`src/rtl/prefix_scan_ctrl_pkg.sv`:
```
// Shared definitions for the x86 legacy-prefix scanner: prefix byte values,
// FSM state encoding and the registered summary record.
package prefix_scan_ctrl_pkg;

  localparam logic [7:0] PFX_REP  = 8'hF3;
  localparam logic [7:0] PFX_CS   = 8'h2E;
  localparam logic [7:0] PFX_SS   = 8'h36;
  localparam logic [7:0] PFX_DS   = 8'h3E;
  localparam logic [7:0] PFX_ES   = 8'h26;
  localparam logic [7:0] PFX_FS   = 8'h64;
  localparam logic [7:0] PFX_GS   = 8'h65;
  localparam logic [7:0] PFX_OPSZ = 8'h66;

  typedef enum logic [1:0] {
    ST_IDLE = 2'd0,
    ST_SCAN = 2'd1,
    ST_DONE = 2'd2
  } state_e;

  typedef struct packed {
    logic       rep;
    logic [5:0] seg;
    logic       opsz;
    logic [1:0] len;
    logic [7:0] opcode;
    logic       err;
  } summary_t;

endpackage

```
`src/rtl/prefix_cmp.sv`:
```
// Classifies one byte as a legacy prefix and reports which flag it carries.
module prefix_cmp
  import prefix_scan_ctrl_pkg::*;
(
  input  logic [7:0] byte_in,
  output logic       is_prefix,
  output logic       is_rep,
  output logic       is_opsz,
  output logic [5:0] seg_onehot
);

  always_comb begin
    is_rep     = 1'b0;
    is_opsz    = 1'b0;
    seg_onehot = 6'b000000;
    case (byte_in)
      PFX_REP:  is_rep     = 1'b1;
      PFX_OPSZ: is_opsz    = 1'b1;
      PFX_CS:   seg_onehot = 6'b000001;
      PFX_SS:   seg_onehot = 6'b000010;
      PFX_DS:   seg_onehot = 6'b000100;
      PFX_ES:   seg_onehot = 6'b001000;
      PFX_FS:   seg_onehot = 6'b010000;
      PFX_GS:   seg_onehot = 6'b100000;
      default:  ;
    endcase
    is_prefix = is_rep | is_opsz | (|seg_onehot);
  end

endmodule

```
`src/rtl/prefix_scan_ctrl.sv`:
```
// Scans up to three legacy prefixes in a 4-byte instruction window, one byte
// per cycle, and presents a summary until the consumer accepts it.
//
// state | meaning
// IDLE  | waiting for a window, in_ready = 1
// SCAN  | classifying byte[idx] each cycle
// DONE  | summary valid, held until out_ready or flush
module prefix_scan_ctrl
  import prefix_scan_ctrl_pkg::*;
(
  input  logic        clk,
  input  logic        rst_n,
  input  logic        flush,
  input  logic        in_valid,
  output logic        in_ready,
  input  logic [31:0] in_bytes,
  output logic        out_valid,
  input  logic        out_ready,
  output logic        is_rep,
  output logic [5:0]  seg_override,
  output logic        is_opsize_override,
  output logic [1:0]  prefix_len,
  output logic [7:0]  opcode_byte,
  output logic        prefix_err
);

  state_e     state_q, state_d;
  logic [1:0] idx_q, idx_d;
  logic [31:0] win_q, win_d;
  logic       rep_acc_q, rep_acc_d;
  logic       opsz_acc_q, opsz_acc_d;
  logic [5:0] seg_acc_q, seg_acc_d;
  summary_t   sum_q, sum_d;

  logic [7:0] cur_byte;
  logic       cmp_prefix, cmp_rep, cmp_opsz;
  logic [5:0] cmp_seg;

  always_comb begin
    case (idx_q)
      2'd0:    cur_byte = win_q[7:0];
      2'd1:    cur_byte = win_q[15:8];
      2'd2:    cur_byte = win_q[23:16];
      default: cur_byte = win_q[31:24];
    endcase
  end

  prefix_cmp u_cmp (
    .byte_in    (cur_byte),
    .is_prefix  (cmp_prefix),
    .is_rep     (cmp_rep),
    .is_opsz    (cmp_opsz),
    .seg_onehot (cmp_seg)
  );

  always_comb begin
    state_d    = state_q;
    idx_d      = idx_q;
    win_d      = win_q;
    rep_acc_d  = rep_acc_q;
    opsz_acc_d = opsz_acc_q;
    seg_acc_d  = seg_acc_q;
    sum_d      = sum_q;

    case (state_q)
      ST_IDLE: begin
        if (in_valid) begin
          win_d      = in_bytes;
          idx_d      = 2'd0;
          rep_acc_d  = 1'b0;
          opsz_acc_d = 1'b0;
          seg_acc_d  = 6'b000000;
          state_d    = ST_SCAN;
        end
      end
      ST_SCAN: begin
        sum_d.rep  = rep_acc_q;
        sum_d.seg  = seg_acc_q;
        sum_d.opsz = opsz_acc_q;
        if (cmp_prefix && idx_q != 2'd3) begin
          rep_acc_d  = rep_acc_q | cmp_rep;
          opsz_acc_d = opsz_acc_q | cmp_opsz;
          if (|cmp_seg) seg_acc_d = cmp_seg;
          idx_d      = idx_q + 2'd1;
          sum_d      = sum_q;
        end else if (cmp_prefix) begin
          // a fourth prefix has no opcode byte left in the window
          sum_d.err    = 1'b1;
          sum_d.opcode = 8'h00;
          sum_d.len    = 2'd3;
          state_d      = ST_DONE;
        end else begin
          sum_d.err    = 1'b0;
          sum_d.opcode = cur_byte;
          sum_d.len    = idx_q;
          state_d      = ST_DONE;
        end
      end
      ST_DONE: begin
        if (out_ready) begin
          sum_d   = '0;
          state_d = ST_IDLE;
        end
      end
      default: state_d = ST_IDLE;
    endcase

    if (flush) begin
      state_d    = ST_IDLE;
      idx_d      = 2'd0;
      rep_acc_d  = 1'b0;
      opsz_acc_d = 1'b0;
      seg_acc_d  = 6'b000000;
      sum_d      = '0;
    end
  end

  always_ff @(posedge clk or negedge rst_n) begin
    if (!rst_n) begin
      state_q    <= ST_IDLE;
      idx_q      <= 2'd0;
      win_q      <= 32'h0;
      rep_acc_q  <= 1'b0;
      opsz_acc_q <= 1'b0;
      seg_acc_q  <= 6'b000000;
      sum_q      <= '0;
    end else begin
      state_q    <= state_d;
      idx_q      <= idx_d;
      win_q      <= win_d;
      rep_acc_q  <= rep_acc_d;
      opsz_acc_q <= opsz_acc_d;
      seg_acc_q  <= seg_acc_d;
      sum_q      <= sum_d;
    end
  end

  assign in_ready           = (state_q == ST_IDLE);
  assign out_valid          = (state_q == ST_DONE);
  assign is_rep             = sum_q.rep;
  assign seg_override       = sum_q.seg;
  assign is_opsize_override = sum_q.opsz;
  assign prefix_len         = sum_q.len;
  assign opcode_byte        = sum_q.opcode;
  assign prefix_err         = sum_q.err;

endmodule

```
`config.mk`:
```
export PLATFORM = sky130hd
export DESIGN_NAME = prefix_scan_ctrl
export DESIGN_NICKNAME = d
export VERILOG_FILES = /design/src/rtl/prefix_scan_ctrl_pkg.sv /design/src/rtl/prefix_cmp.sv /design/src/rtl/prefix_scan_ctrl.sv
export SDC_FILE = /design/constraint.sdc
export NUM_CORES = 1
export LEC_CHECK = 0
export BUFFER_PORTS_ARGS = -buffer_cell sky130_fd_sc_hd__buf_2
export CAP_MARGIN = 0
export CORE_MARGIN = 4
export CORE_UTILIZATION = 38
export CTS_CLUSTER_SIZE = 28
export DETAILED_ROUTE_END_ITERATION = 12
export SETUP_SLACK_MARGIN = 0.2
export SLEW_MARGIN = 20
export SYNTH_ARGS = -nofsm -noshare
export SYNTH_HDL_FRONTEND = slang
export SYNTH_SLANG_ARGS = --single-unit
```
`constraint.sdc`:
```
create_clock -name clk -period 2.9 [get_ports clk]
set_input_delay 0.145 -clock clk [delete_from_list [all_inputs] [get_ports clk]]
set_output_delay 0.145 -clock clk [all_outputs]
set_load 0.01 [all_outputs]
```
==> metrics <==
clock latency on the worst-skew pair=0.34 ns; wire length per cell=17.5 um; Worst Hold Path EP=win_q[30]; R2R Path Start=idx_q[0]; Die Y=99.3 um; layout cells sized above 1=39.2%; CTS Sinks=63; Synth top area share=49.7%; flip-flop and latch count after synthesis=63; min-delay worst type=in -> reg; skew final=0.0103 ns; Clock Path Buffers=2; fin. max-slew vios=0; syn_area_per_cell=approximately 11 um2; Synth Area in XOR/XNOR=0%; TritonCTS buffer count=9; First-pass DRT Iterations=4; die area=9870 um2; wirelength, routed=8060 um; Syn-to-layout area delta=25.3%; setup violators final=0; Port-buffer cells=57; reg-to-reg slack, setup=0.27 ns; placed inst area=3570 um2; crit-path max FO=8; placer congestion estimate=0.861; Post-synth top cells=dfrtp_1 (63), mux2_2 (31), nor2b_1 (16); IO Pins=58; Via density=5.56; mux share of post-synthesis cell area=11.6%; H-tree depth=3; critical-path cell list=inv_1, ha_4, a222oi_1, buf_4, a21o_1, or2_4, a211oi_4, buf_6, buf_4, and3_1, a311o_1; clock-pin transition on the worst setup and hold timing paths=approximately 0.08 ns; clk root buf=clkbuf_8; final instance area=3970 um2; mapped cell area=3170 um2; cell leakage power=1.82 nW; P per Cell Area=about 580 nW/um2; total power=approximately 0.0023 W; max_cap viols=0; Period minus WS final=2.63 ns; yosys warns=0; largest net degree at the start of global routing=46; CP arrival=about 2.8 ns; initial detailed-routing violation count=165; number of synthesized flops with an enable pin=0; row count=33; Max Clock Freq=0.381 GHz; Synth Area in Compound Gates=20.4%; sequential area share after synthesis=49.7%; dominant combinational cell family by area after synthesis=compound AO/OA/AOI/OAI gates; relative slew slack=53.4%; diodes inserted=0; vias in the first global route=about 2600; post-synthesis adder-cell area fraction=1.58%; simple-gate share of the synthesized area=approximately an eighth; initial core utilization=around two fifths; Crit path largest cell delay=0.42 ns; Top cell by count, worst path=buf_4; global-route wire length before repair=roughly 13000 um; CP max-delay cell=dfrtp_2; Total Routing Usage GR=about 17%; Slew @ Worst Pin=0.699 ns; final setup TNS=0 ns; Synth Flop Type=dfrtp_1; Overflow after GRT=0; post-route ant nets=0; post-synthesis instance total=284; final period utilization=between 90% and 100%; most frequent cell after synthesis=dfrtp_1; Hold Violations, Final=0; status=completed; Layout Nets=393; maximum vdd ir drop=around 0.30 mV; asr flop ratio synth=between 90% and 100%; CP Launch Type=register; routed vias=2571; DRC viols=0; Die X=99.3 um; RSZ-0062 raised after global routing=true; clock tree from TritonCTS=built; dpl hpwl=5560 um; initial antenna violation count=0; reg-to-reg endpoint=is_opsize_override; worst-case reg-to-reg path depth=11; syn_nets=325; core footprint=8180 um2; min-delay src=in_bytes[30]; most area-hungry cell type in the Yosys netlist=dfrtp_1; synth unique cells=44; Worst setup EP type=register; worst hold path cell count=2; critical setup path kind=reg -> reg; Area contributors post-synth=dfrtp_1 (50%), mux2_2 (11%), a32o_1 (4.7%); CP required=3.12 ns
-- routing by layer --
| metal | vias to the layer above | GRT usage (%) | wire length, um |
|---|---|---|---|
| li1 | 1213 | - | - |
| met1 | 1245 | 25.0 | 3820 |
| met2 | 101 | 24.9 | 3550 |
| met3 | 12 | 3.58 | 550 |
| met4 | 0 | 6.83 | 147 |
| met5 | - | 0 | 0 |
-- power by group --
part | leakage (nW) | switching [W] | internal (W) | total, W
registers | 0.800 | 0.0000601 | 0.000971 | 0.00103
clock network | 0.109 | 0.000366 | 0.000512 | 0.000878
logic | 0.910 | 0.000208 | 0.000193 | 0.000401
-- placed cells by master (no fill, tap or decap), types with 7 or more instances in the layout --
master    count
dfrtp_1      61
a32oi_1       8
a32o_1       15
clkbuf_8     10
nor3_1        7
nor2b_1      16
mux2_2       31
a311o_1       8
o21ai_0      12
nor2_1       11
and3_1        9
a21oi_1       8
buf_4        19
buf_2        56
nand2_1      13
-- critical path, delay by kind of cell, from the launching register on --
kind	cells	cell delay [ns]
AND/OR/NAND/NOR	2	0.32
flip-flops	1	0.42
AO/OA/AOI/OAI	4	0.92
buffers and inverters	4	0.61
adder cells (fa/ha/maj)	1	0.23
-- how the worst max path moves through the flow --
stage,from,end,slack (ns),cells after the start
after CTS,idx_q[0],seg_override[1],0.21,9
after global routing,idx_q[0],opcode_byte[0],0.16,9
final,idx_q[0],is_opsize_override,0.27,11
after floorplan,idx_q[0],seg_override[4],0.44,10
after global placement,idx_q[0],opcode_byte[5],0.05,9
after detailed placement,idx_q[0],opcode_byte[4],0.02,9
-- stage by stage --
step	hold slack (ns)	setup WS (ns)	cells	util, %
final	0.0309	0.274	462	48.6
after global routing	0.0231	0.161	462	48.6
after CTS	0.0199	0.205	456	47.2
after detailed placement	0.356	0.0218	437	43.6
after global placement	0.352	0.0478	437	43.6
after floorplan	-0.151	0.435	284	-
-- area by class of cell --
type | count | area [um2]
fillers | 768 | 4200
flip-flops and latches | 63 | 1580
inverters | 7 | 26.3
clock buffers | 10 | 138
well taps | 105 | 131
multi-input cells | 193 | 1550
repair buffers | 78 | 454
clock inverters | 6 | 92.6
-- what timing repair did --
| action | 4_1_cts | 5_1_grt |
|---|---|---|
| endpoints found under the hold margin | 11 | 0 |
| buffers inserted | 1 | 6 |
| pin swaps | 2 | 6 |
| endpoints found under the setup margin | 27 | 28 |
| hold buffers | 2 | 0 |
| gates resized for setup | 8 | 12 |
-- registers in the layout (all words and copies together) (netlist names), 2 cells and up --
signal / count
idx_q: 2
opcode_byte: 8
prefix_len: 2
seg_acc_q: 6
seg_override: 6
state_q: 2
win_q: 32
-- logic make-up after synthesis --
| logic type | after synthesis |
|---|---|
| AOI/OAI and AO/OA | 81 |
| adders and majority gates | 4 |
| buffers and inverters | 28 |
| DFF | 63 |
| muxes | 33 |
| and+or+nand+nor | 75 |
(Power assumes the default switching activity.)
